File: config.mk
export PLATFORM = sky130hd
export DESIGN_NAME = gpi_scan_ctrl
export DESIGN_NICKNAME = d
export VERILOG_FILES = /design/src/rtl/gpi_scan_ctrl_pkg.sv /design/src/rtl/gpi_scan_ctrl_apb.sv /design/src/rtl/gpi_scan_ctrl.sv
export SDC_FILE = /design/constraint.sdc
export NUM_CORES = 1
export LEC_CHECK = 0
export ABC_AREA = 1
export CELL_PAD_IN_SITES_DETAIL_PLACEMENT = 0
export CELL_PAD_IN_SITES_GLOBAL_PLACEMENT = 1
export CORE_MARGIN = 4
export CORE_UTILIZATION = 37
export CTS_BUF_LIST = sky130_fd_sc_hd__clkbuf_2
export DETAILED_ROUTE_END_ITERATION = 16
export PLACE_DENSITY = 0.95
export SYNTH_ARGS = -nofsm -noshare
export SYNTH_HDL_FRONTEND = slang
export SYNTH_SLANG_ARGS = --single-unit
File: constraint.sdc
create_clock -name PCLK -period 5.4 [get_ports PCLK]
set_input_delay 0.54 -clock PCLK [delete_from_list [all_inputs] [get_ports PCLK]]
set_output_delay 0.54 -clock PCLK [all_outputs]
set_load 0.02 [all_outputs]
File: src/rtl/gpi_scan_ctrl_pkg.sv
// Purpose: shared types and constants for the GPI scan controller and its APB transfer engine.
// Latency: n/a (types, constants and a pure helper function only).
// Backpressure: n/a.
package gpi_pkg;

    // Scan sequencer states. The encodings are fixed so that state dumps stay
    // readable alongside older logs.
    typedef enum logic [2:0] {
        ST_IDLE       = 3'd0,
        ST_CFG_SETUP  = 3'd1,
        ST_CFG_ACCESS = 3'd2,
        ST_WAIT       = 3'd3,
        ST_RD_SETUP   = 3'd4,
        ST_RD_ACCESS  = 3'd5
    } scan_state_e;

    // Phase of the single in-flight APB transfer.
    typedef enum logic [1:0] {
        PH_IDLE   = 2'd0,
        PH_SETUP  = 2'd1,
        PH_ACCESS = 2'd2
    } apb_phase_e;

    // Register offsets inside the GPI peripheral.
    localparam logic [3:0] GPI_CR_OFS  = 4'h0;
    localparam logic [3:0] GPI_IDR_OFS = 4'h4;

    // Per-bit change flags between two IDR samples. Bits that are not enabled
    // in CR read back as garbage, so they must be masked out here.
    function automatic logic [7:0] gpi_change(input logic [7:0] old_v,
                                              input logic [7:0] new_v,
                                              input logic [7:0] mask);
        return (old_v ^ new_v) & mask;
    endfunction

endpackage

File: src/rtl/gpi_scan_ctrl_apb.sv
// Purpose: APB master for exactly one transfer at a time (SETUP, ACCESS, abandon on timeout).
// Latency: start -> SETUP next cycle; done/timeout are combinational in the final ACCESS cycle.
// Backpressure: start is ignored while a transfer is in flight; ACCESS waits up to TIMEOUT cycles for PREADY.
module apb_master_1xfer
    import gpi_pkg::*;
#(
    parameter int TIMEOUT = 16
) (
    input  logic        PCLK,
    input  logic        PRESET,
    // request side
    input  logic        start,
    input  logic        write,
    input  logic [3:0]  addr,
    input  logic [31:0] wdata,
    output logic        done,
    output logic [31:0] rdata,
    output logic        timeout,
    // APB master side
    output logic [3:0]  M_PADDR,
    output logic        M_PSEL,
    output logic        M_PENABLE,
    output logic        M_PWRITE,
    output logic [31:0] M_PWDATA,
    input  logic [31:0] M_PRDATA,
    input  logic        M_PREADY
);

    localparam int CW = $clog2(TIMEOUT + 1);

    apb_phase_e      phase;
    logic [CW-1:0]   acc_cnt;   // ACCESS cycles already spent without PREADY

    // Select/enable are pure decodes of the phase flop, so they drop in the
    // very cycle after the completing ACCESS cycle without any extra stage.
    assign M_PSEL    = (phase != PH_IDLE);
    assign M_PENABLE = (phase == PH_ACCESS);

    // Completion and abandonment are both decided in the last ACCESS cycle.
    assign done    = (phase == PH_ACCESS) && M_PREADY;
    assign timeout = (phase == PH_ACCESS) && !M_PREADY && (acc_cnt == CW'(TIMEOUT - 1));
    assign rdata   = M_PRDATA;

    // Phase sequencing, address/data capture and ACCESS-cycle counting.
    always_ff @(posedge PCLK or posedge PRESET) begin
        if (PRESET) begin
            phase    <= PH_IDLE;
            acc_cnt  <= '0;
            M_PADDR  <= '0;
            M_PWRITE <= 1'b0;
            M_PWDATA <= '0;
        end else begin
            case (phase)
                PH_IDLE: begin
                    if (start) begin
                        phase    <= PH_SETUP;
                        M_PADDR  <= addr;
                        M_PWRITE <= write;
                        M_PWDATA <= wdata;
                    end
                end
                PH_SETUP: begin
                    phase   <= PH_ACCESS;
                    acc_cnt <= '0;
                end
                PH_ACCESS: begin
                    if (done || timeout) begin
                        phase <= PH_IDLE;
                    end else begin
                        acc_cnt <= acc_cnt + 1'b1;
                    end
                end
                default: phase <= PH_IDLE;
            endcase
        end
    end

endmodule

File: src/rtl/gpi_scan_ctrl.sv
// Purpose: owns the GPI peripheral: writes the CR mask, polls IDR every PERIOD cycles, flags per-bit changes.
// Latency: poll starts are PERIOD cycles apart for 3-cycle transfers; pending/irq update on the read's completing edge.
// Backpressure: waits on PREADY up to TIMEOUT ACCESS cycles, then abandons the transfer and sets sticky err.
module gpi_scan_ctrl
    import gpi_pkg::*;
#(
    parameter int PERIOD  = 1000,
    parameter int TIMEOUT = 16
) (
    input  logic        PCLK,
    input  logic        PRESET,
    input  logic        en,
    input  logic [7:0]  cr_cfg,
    input  logic        irq_clr,
    output logic [3:0]  M_PADDR,
    output logic        M_PSEL,
    output logic        M_PENABLE,
    output logic        M_PWRITE,
    output logic [31:0] M_PWDATA,
    input  logic [31:0] M_PRDATA,
    input  logic        M_PREADY,
    output logic [7:0]  gpi_val,
    output logic [7:0]  pending,
    output logic        irq,
    output logic        err,
    output logic        busy
);

    localparam int WW = $clog2(PERIOD);

    scan_state_e  state;
    logic [WW-1:0] wait_cnt;
    logic [WW-1:0] wait_nxt;
    logic [7:0]   cr_shadow;
    logic         primed;

    logic         start;
    logic         xfer_write;
    logic [3:0]   xfer_addr;
    logic         done;
    logic         timeout;
    logic [31:0]  rdata;
    logic [7:0]   rd_byte;
    logic         rd_hi_unused;
    logic         cfg_dirty;
    logic [7:0]   new_change;

    assign wait_nxt     = wait_cnt - 1'b1;
    assign cfg_dirty    = (cr_cfg != cr_shadow);
    assign rd_byte      = rdata[7:0];
    assign rd_hi_unused = ^rdata[31:8];

    // Launch a transfer on the same edge the FSM enters a SETUP state, so the
    // engine's SETUP phase and the FSM's SETUP state always coincide.
    always_comb begin
        start      = 1'b0;
        xfer_write = 1'b0;
        xfer_addr  = GPI_CR_OFS;
        case (state)
            ST_IDLE: begin
                if (en) begin
                    start      = 1'b1;
                    xfer_write = 1'b1;
                end
            end
            ST_WAIT: begin
                if (en) begin
                    if (cfg_dirty) begin
                        start      = 1'b1;
                        xfer_write = 1'b1;
                    end else if (wait_nxt == '0) begin
                        start     = 1'b1;
                        xfer_addr = GPI_IDR_OFS;
                    end
                end
            end
            default: ;
        endcase
    end

    apb_master_1xfer #(
        .TIMEOUT (TIMEOUT)
    ) u_apb (
        .PCLK      (PCLK),
        .PRESET    (PRESET),
        .start     (start),
        .write     (xfer_write),
        .addr      (xfer_addr),
        .wdata     ({24'b0, cr_cfg}),
        .done      (done),
        .rdata     (rdata),
        .timeout   (timeout),
        .M_PADDR   (M_PADDR),
        .M_PSEL    (M_PSEL),
        .M_PENABLE (M_PENABLE),
        .M_PWRITE  (M_PWRITE),
        .M_PWDATA  (M_PWDATA),
        .M_PRDATA  (M_PRDATA),
        .M_PREADY  (M_PREADY)
    );

    // Change detection only after the first good sample since enable (priming).
    always_comb begin
        new_change = '0;
        if (state == ST_RD_ACCESS && done && primed) begin
            new_change = gpi_change(gpi_val, rd_byte, cr_shadow);
        end
    end

    // Sticky change flags; a change seen on the clearing edge survives the clear.
    always_ff @(posedge PCLK or posedge PRESET) begin
        if (PRESET) begin
            pending <= '0;
        end else begin
            pending <= (pending & ~{8{irq_clr}}) | new_change;
        end
    end

    assign irq  = |pending;
    assign busy = (state == ST_CFG_SETUP) || (state == ST_CFG_ACCESS) ||
                  (state == ST_RD_SETUP)  || (state == ST_RD_ACCESS);

    // Scan sequencer: configure, wait, poll; transfers always run to completion
    // or timeout before en is honoured. cr_shadow only commits on an
    // acknowledged write, so a timed-out write is retried from WAIT.
    always_ff @(posedge PCLK or posedge PRESET) begin
        if (PRESET) begin
            state     <= ST_IDLE;
            wait_cnt  <= '0;
            cr_shadow <= '0;
            primed    <= 1'b0;
            gpi_val   <= '0;
            err       <= 1'b0;
        end else begin
            if (timeout) begin
                err <= 1'b1;
            end
            case (state)
                ST_IDLE: begin
                    primed <= 1'b0;
                    if (en) begin
                        state <= ST_CFG_SETUP;
                    end
                end
                ST_CFG_SETUP: state <= ST_CFG_ACCESS;
                ST_CFG_ACCESS: begin
                    if (done || timeout) begin
                        if (done) begin
                            cr_shadow <= M_PWDATA[7:0];
                        end
                        wait_cnt <= WW'(PERIOD - 1);
                        if (en) begin
                            state <= ST_WAIT;
                        end else begin
                            state  <= ST_IDLE;
                            primed <= 1'b0;
                        end
                    end
                end
                ST_WAIT: begin
                    wait_cnt <= wait_nxt;
                    if (!en) begin
                        state  <= ST_IDLE;
                        primed <= 1'b0;
                    end else if (cfg_dirty) begin
                        state <= ST_CFG_SETUP;
                    end else if (wait_nxt == '0) begin
                        state <= ST_RD_SETUP;
                    end
                end
                ST_RD_SETUP: state <= ST_RD_ACCESS;
                ST_RD_ACCESS: begin
                    if (done) begin
                        gpi_val <= rd_byte;
                        primed  <= en;
                    end
                    if (done || timeout) begin
                        // The 3-cycle transfer plus PERIOD-3 WAIT cycles keeps
                        // poll starts exactly PERIOD cycles apart.
                        wait_cnt <= WW'(PERIOD - 3);
                        if (en) begin
                            state <= ST_WAIT;
                        end else begin
                            state  <= ST_IDLE;
                            primed <= 1'b0;
                        end
                    end
                end
                default: state <= ST_IDLE;
            endcase
        end
    end

endmodule

**Word level (Yosys, flattened, before mapping)**

Cells that the tools add are included.

- Add/sub/neg operators: 2
- Equal/unequal tests: 17
- Multiplexer cells: 34
- Bitwise gates (word level): 5
- Reduce and logical (&&, ||, !) cells: 27

Operator list:

| kind | count |
|---|---|
| $pmux W10 S3 | 1 |
| $mux W3 | 9 |
| $mux W10 | 2 |
| $and A8 B8 Y8 | 2 |
| $pmux W3 S5 | 1 |
| $mux W1 | 11 |
| $logic_not A10 Y1 | 1 |
| $pmux W5 S2 | 1 |
| $reduce_and A2 Y1 | 5 |
| $sub A10 B1 Y10 const B | 1 |
| $reduce_and A3 Y1 | 3 |
| $mux W8 | 1 |
| $ne A2 B1 Y1 const B | 4 |
| $ne A8 B8 Y1 | 1 |
| $not A8 Y8 | 1 |
| $or A8 B8 Y8 | 1 |
| $reduce_or A8 Y1 | 1 |
| $xor A8 B8 Y8 | 1 |
| $eq A3 B2 Y1 const B | 2 |
| $eq A3 B3 Y1 const B | 2 |
| $mux W2 | 3 |
| $ne A2 B2 Y1 const B | 3 |
| $pmux W2 S3 | 1 |
| $add A5 B1 Y5 const B | 1 |
| 17 further kinds | 26 |

- Register bits after elaboration: 59
- Word-level logic and storage cells: 97

**Longest topological paths before layout**

Gate-level depths: netlist (run 1).

- Word-level depth: 8
- Mapped depth: 14
- Depth with buffers taken out: 14

**Hierarchy**

A second synthesis (run 1) with hierarchy kept.

- Cells, all modules: 503
- Area, all modules: 4197.8 sq um

Modules (own cells, without submodules):

| module | times used | cells each | area each (sq um) | seq. area each (sq um) |
|---|---|---|---|---|
| gpi_scan_ctrl | 1 | 265 | 2143.3 | 975.9 |
| apb_master_1xfer | 1 | 238 | 2054.5 | 1101.1 |

**Worst setup path before layout (run 1)**

Ideal clock, no wire load.

- Path kind: reg-to-reg
- Start point: reg u_apb.acc_cnt[0]
- End point: reg u_apb.acc_cnt[3]
- Data arrival time: 1.615 ns
- Required time: 5.278 ns
- Slack: 3.663 ns
- Cell stages (with the launch flop): 11
- Buffers on the path: 0
- Clock period less this slack: 1.737 ns
- Cells stage by stage: dfrtp_1 > ha_1 > nand2_1 > nor2_1 > ha_1 > o21ai_2 > nand2_1 > nand2_1 > nand4_1 > o21ai_1 > a21oi_1

- Cells in the longest elaborated chain, start to end: 5

RTL lines:

| item | line | source |
|---|---|---|
| start: declaration | gpi_scan_ctrl_apb.sv:32 | `logic [CW-1:0] acc_cnt;` |
| start signal: assignment | gpi_scan_ctrl_apb.sv:70 | `acc_cnt <= acc_cnt + 1'b1;` |
| parallel branches: the longest is 5 deep, another holds $add A5 B1 Y5 | - |  |

Several ways; the timed one is not identified. The select of a mux whose other input is x is not followed.
A chain may end at the register's enable or synchronous reset.

**Worst setup path after layout (run 1)**

- Start point: reg state[0]
- End point: out busy

- Cells in the longest elaborated chain, start to end: 4

RTL lines:

| item | line | source |
|---|---|---|
| start: declaration | gpi_scan_ctrl.sv:31 | `scan_state_e state;` |
| start signal: assignment | gpi_scan_ctrl.sv:128 | `state <= ST_IDLE;` |
| start signal: assignment | gpi_scan_ctrl.sv:142 | `state <= ST_CFG_SETUP;` |
| start signal: assignment | gpi_scan_ctrl.sv:145 | `ST_CFG_SETUP: state <= ST_CFG_ACCESS;` |
| $eq A3 B1 Y1 / $eq A3 B2 Y1 (equally long branches) | gpi_scan_ctrl.sv:120 | `assign busy = (state == ST_CFG_SETUP) \|\| (state == ST_CFG_ACCESS) \|\|` |
| $logic_or A1 B1 Y1 (2 in series) | gpi_scan_ctrl.sv:120 |  |
| $logic_or A1 B1 Y1 (*) | gpi_scan_ctrl.sv:121 | `(state == ST_RD_SETUP) \|\| (state == ST_RD_ACCESS);` |
| end: declaration | gpi_scan_ctrl.sv:26 | `output logic busy` |

Mark *: on every way between the ends. The rest lies on a longest branch, timed or not.

==> results of run 1 <==
final cells by class:
type	instances	share of cell area [%]
Inverter	45	4.55
Multi-Input combinational cell	268	38.9
Timing Repair Buffer	53	14.2
Clock buffer	6	0.809
Sequential cell	56	37.7
Clock inverter	2	0.303
Tap cell	105	3.54
power groups by stage:
stage	Combinational [mW]	Clock, mW	Sequential (mW)
after CTS	0.655	0.170	0.630
final	0.647	0.165	0.630
after detailed placement	0.651	0	0.639
after global placement	0.638	0	0.635
after global routing	0.727	0.187	0.647
after floorplan	0.434	0	0.655
critical path: cells and delay by family (launching register included):
family | cells | cell delay, ns
AOI/OAI and AO/OA | 1 | 0.09
DFF | 1 | 0.51
and+or+nand+nor | 2 | 0.26
buffers and inverters | 1 | 0.64
cell families after synthesis:
group                      after synthesis  share of synthesized area, %
AOI/OAI and AO/OA                       37                          7.63
xor gates and xnor gates                 9                          2.50
adders and majority gates                4                          1.59
buffers and inverters                   76                          12.7
DFF                                     56                          44.5
muxes                                    7                          2.47
other                                    1                         0.119
and+or+nand+nor                        184                          28.5
cells in the final DEF, fill, tap and decap left out, drive strengths merged, types with 7 or more instances in the layout:
cell type,instances
conb,27
nand2,115
clkdlybuf4s50,51
dfrtp,56
o22ai,7
o32ai,8
nand3,25
nor2,35
inv,45
o21ai,13
registers in the layout, indices dropped and copies added (netlist names):
signal,flops
pending,8
u_apb.M_PWDATA,8
wait_cnt,10
u_apb.acc_cnt,5
primed,1
gpi_val,8
state,3
err,1
cr_shadow,8
u_apb.M_PWRITE,1
u_apb.M_PADDR,1
u_apb.phase,2
routing by layer:
metal	track usage, %	vias to the layer above	share of wire [%]
met5	0	-	0
met4	2.80	0	0.63
met1	19.1	1161	47
met3	2.92	6	5.0
li1	-	1259	-
met2	22.1	56	48
final timing paths:
path / cells after the start / startpoint / end / slack, ns
worst max register to register: 11 / wait_cnt[0] / u_apb.M_PADDR[2] / 3.25
worst max-delay path: 4 / state[0] / busy / 2.93
worst min-delay path: 1 / err / err / 0.52
worst min register to register: 1 / err / err / 0.52
max in group asynchronous: 3 / PRESET / state[2] / 4.37
min in group asynchronous: 3 / PRESET / gpi_val[6] / 0.55
stage by stage:
stage	total power, mW	hold slack (ns)	worst slack [ns]	cell area [µm²]
global placement	1.27	0.457	2.80	3670
floorplan	1.09	0.464	3.49	3240
detailed placement	1.29	0.461	2.79	3670
global route	1.56	0.550	2.73	3710
finish	1.44	0.518	2.93	3710
CTS	1.46	0.525	2.88	3710
==> results.ini, run 1 <==
[power]
ir_drop_uv=242
internal_power_uw=815
power.share.clock_pct=11.4
pwr-share-seq_pct=43.7
sw_frac_of_total_pct=43.5
p_switching_uw=627
power_frac_comb_pct=44.8
power.density_mw_per_mm2=388
power_leakage_nw=1.76

[logic_synthesis]
synth_edf_count=0
async_flop_share_pct=100
synthDistinctLibCells=36
yosysTopAreaCell=dfrtp_1
yosysMostFrequentCell=nand2_1
syn_area_mm2=0.00315
synth_cells=374
synth_common_cells=107 x nand2_1, 56 x dfrtp_1, 39 x inv_1
yosysSeqAreaShare_pct=44.5
synthFlopType=dfrtp_1
yosys-top-cells-area=dfrtp_1 45%, nand2_1 13%, buf_4 6.7%
synth_warnings=0
syn_area_per_cell_um2=8.41
synth_top_area_share_pct=44.5
yosys_register_bits=56

[cells_and_area]
final_cells=535
fill_cells=836
seq_area_mm2=0.00140
nets=478
utilization_pct=45.0
area_growth_pct=18.0
diodes=0
drive_above_1_share_pct=12.3
multi_input_area_mm2=0.00144

[clock_network]
postCtsHoldBufs=0
ctsLongestPathBuffers=2
cts_sinks=56
clk_latency_ns=0.45
ctsResizeCount=0
cts_tree=yes
htreeDepth=2
numCtsBuffers=5
post_cts.repair.setup_buffers=0
clk_pin_slew_ns=0.26
clockRootBuffer=clkbuf_2

[worst_setup_path]
critPathKind=flop to output pin
arrival_ns=1.93
worstSetupEndpointType=output pin
required_ns=4.86
crit_path_start_kind=flop
slowest_delay_ns=0.64
cpMaxStageDelayCell=clkdlybuf4s50_1
crit_path_max_fanout=7
path_cells=nor2_1 -> nand2_1 -> o211ai_1 -> clkdlybuf4s50_1

[placed_design]
globalplace.congestion=0.842
placed_cells=527
dp_hpwl_um=5050
portBuffers=51

[sta]
tns_ns=0
hold_viol=0
min_period_over_period_pct=45.8
drv_slew=0
tightestPinTransition_ns=0.715
finalClockSkew_ns=0.0159
max_freq_mhz=404
setup_violations=0
rsz0062_at_grt=false
finalCriticalPeriod_ns=2.47
max_slew_margin_pct=52.3

[grt]
gr-total-overflow=0
grt_max_degree=57
grt_pass1_vias=2362
grt_antenna_before_repair=0
grt_pass1_wl_um=11200
grt.total_usage_pct=13.7

[detailed_routing]
dr.pass1.iters=4
totalWireLength_um=6680
first_iter_violations=118
wl_per_cell_um=12.5
via_count=2482
ant_nets=0
drc=0
viasPerCell=4.64

[floorplan]
dieArea_mm2=0.0100
core_mm2=0.00826
start_util_pct=38.1
die_y_um=100
fp-row-count=33
die_width_um=100
pin_count=103

[outcome]
status=finished, final reports clean

[flow_run]
max_cap_violations=0

[worst_hold_path]
hp-class=flop to flop

Power figures use the tool's default switching activity.
==> run 2: changes to the inputs <==
--- a/config.mk
+++ b/config.mk
@@ -9,10 +9,10 @@
 export CELL_PAD_IN_SITES_DETAIL_PLACEMENT = 0
 export CELL_PAD_IN_SITES_GLOBAL_PLACEMENT = 1
 export CORE_MARGIN = 4
-export CORE_UTILIZATION = 37
+export CORE_UTILIZATION = 31
 export CTS_BUF_LIST = sky130_fd_sc_hd__clkbuf_2
 export DETAILED_ROUTE_END_ITERATION = 16
-export PLACE_DENSITY = 0.95
+export PLACE_DENSITY = 0.85
 export SYNTH_ARGS = -nofsm -noshare
 export SYNTH_HDL_FRONTEND = slang
 export SYNTH_SLANG_ARGS = --single-unit
==> constraint.sdc (replaced) <==
create_clock -name PCLK -period 2.05 [get_ports PCLK]
set_input_delay 0.205 -clock PCLK [delete_from_list [all_inputs] [get_ports PCLK]]
set_output_delay 0.205 -clock PCLK [all_outputs]
set_load 0.02 [all_outputs]
==> run 2 against run 1 <==
Against the previous run: sequential share of layout area shrank 1.3 points; count of clock-buffer cells in the layout grew 1; final cell count grew 7.1%; combinational power grew to 2.8 times the previous value; clock skew grew 0.0094 ns; routed wire length grew 6.0%; register-to-register slack lost 3.1 ns; critical endpoint is now u_apb.M_PADDR[2]; largest cell class unchanged.
==> results.ini, run 2 (synthesis gave the netlist of run 1 again) <==
[outcome]
status=finished, final reports clean

[clock_network]
htreeDepth=2  ; unchanged
clockRootBuffer=clkbuf_2
cts_tree=yes
ctsLongestPathBuffers=2  ; unchanged
clk_pin_slew_ns=0.30  ; +0.04 ns
cts_sinks=56  ; unchanged
numCtsBuffers=5  ; unchanged
clk_latency_ns=0.46  ; about the same

[grt]
gr-total-overflow=0  ; unchanged
grt_pass1_wl_um=11600  ; +3.8%
grt_pass1_vias=2470  ; +4.6%
grt_antenna_before_repair=0  ; unchanged
grt.total_usage_pct=12.3  ; -1.4 points
grt_max_degree=27  ; -53%

[placed_design]
globalplace.congestion=0.790  ; -6.1%
placed_cells=564  ; +7.0%
dp_hpwl_um=5520  ; +9.5%
portBuffers=51  ; unchanged

[sta]
tightestPinTransition_ns=0.542  ; -0.174 ns
hold_viol=0  ; unchanged
finalClockSkew_ns=0.0253  ; +0.00941 ns
setup_violations=0  ; unchanged
max_slew_margin_pct=63.8  ; +12 points
max_freq_mhz=526
drv_slew=0  ; unchanged
holdWs_ns=0.0546  ; -0.463 ns
min_period_over_period_pct=92.8
finalCriticalPeriod_ns=1.90

[worst_setup_path]
worstSetupEndpointType=flop
critPathKind=flop to flop
slowest_delay_ns=0.47  ; -0.17 ns
path_cells=inv_1 -> ha_2 -> nand2_2 -> nor2_4 -> nand2_1 -> nand2_1 -> nand2_2 -> nor2_4 -> nand4_4 -> buf_4 -> nand3_2 -> nand2_1
cpMaxStageDelayCell=dfrtp_1
crit_path_max_fanout=7  ; unchanged
cpMostUsedCell=nand2_1
crit_buf_inv=2  ; +1
arrival_ns=2.28  ; +0.35 ns
crit_path_start_kind=flop
cp_top_family=simple AND/OR/NAND/NOR gates
required_ns=2.43  ; -2.43 ns

[cells_and_area]
layout_commonest_cell=nand2_1
largest_reg_flops=10  ; unchanged
nets=488  ; +2.1%
area_growth_pct=22.2
fill_cells=1032  ; +23%
drive_above_1_share_pct=14.8  ; +2.4 points
mostFrequentLayoutCells=107 x nand2_1, 56 x dfrtp_1, 48 x clkdlybuf4s50_1
diodes=0  ; unchanged
regMostFlops=wait_cnt
final_cells=573  ; +7.1%

[floorplan]
pin_count=103  ; unchanged
die_y_um=109  ; +8.5%
die_width_um=109  ; +8.5%
fp-row-count=36  ; +9.1%
core_mm2=0.00982  ; +19%
dieArea_mm2=0.0118  ; +18%
start_util_pct=32.0  ; -6.1 points

[power]
power.density_mw_per_mm2=1020  ; +160%
power_leakage_nw=1.84  ; +4.4%
ir_drop_uv=685  ; +180%

[detailed_routing]
via_count=2570  ; +3.5%
ant_nets=0  ; unchanged
wl_per_cell_um=12.4  ; -1.0%
dr.pass1.iters=4  ; unchanged
first_iter_violations=71  ; -40%
viasPerCell=4.49  ; -3.3%
totalWireLength_um=7090  ; +6.0%
drc=0  ; unchanged

[flow_run]
max_cap_violations=0  ; unchanged

[worst_hold_path]
hp-class=input port to asynchronous set/reset pin

==> run 2: path summary, 6_finish.rpt <==
path | cells past startpoint | slack (ns) | start | to
min in group PCLK | 3 | 0.29 | M_PRDATA[4] | gpi_val[4]
worst min-delay path | 2 | 0.05 | PRESET | gpi_val[2]
worst max-delay path | 12 | 0.15 | wait_cnt[1] | u_apb.M_PADDR[2]
worst min register to register | 2 | 0.51 | u_apb.M_PWRITE | u_apb.M_PWRITE
worst max register to register | 12 | 0.15 | wait_cnt[1] | u_apb.M_PADDR[2]
max in group asynchronous | 3 | 1.37 | PRESET | err
==> run 2: area by class of cell <==
type / instances / area, µm² / share of cell area, %
Multi-Input combinational cell: 268 / 1450 / 37.7
Clock inverter: 1 / 8.76 / 0.228
Clock buffer: 7 / 35.0 / 0.911
Sequential cell: 56 / 1400 / 36.4
Tap cell: 133 / 166 / 4.33
Inverter: 45 / 169 / 4.39
Timing Repair Buffer: 63 / 613 / 15.9
==> run 2: metal layers <==
layer / up-vias / part of all wire [%] / wire (µm) / GRT usage, %
li1: 1277 / - / - / -
met5: - / 0 / 0 / 0
met3: 8 / 3.6 / 255 / 2.25
met2: 49 / 49 / 3490 / 21.1
met4: 0 / 0.76 / 54 / 2.43
met1: 1236 / 46 / 3280 / 16.2
==> run 2: power breakdown <==
group / switching [mW] / internal [mW] / total (mW)
Combinational: 1.05 / 0.762 / 1.82
Sequential: 0.279 / 1.38 / 1.66
Clock: 0.354 / 0.0974 / 0.452
==> run 2: repair_timing <==
action | in CTS | in global routing
hold buffers | 0 | 0
endpoints found under the setup margin | 2 | 11
gates resized for setup | 2 | 3
buffers inserted | 0 | 1
==> run 2: per-stage QoR <==
stage	cell area [µm²]	total power [mW]	util, %	setup TNS (ns)	setup WS, ns
finish	3840	3.93	39.2	0	0.148
global route	3840	4.24	39.2	-0.0120	-0.0120
CTS	3830	3.94	39.0	0	0.0346
detailed placement	3790	3.49	38.6	0	0.135
global placement	3790	3.45	38.6	0	0.167
floorplan	3240	2.87	-	0	0.313
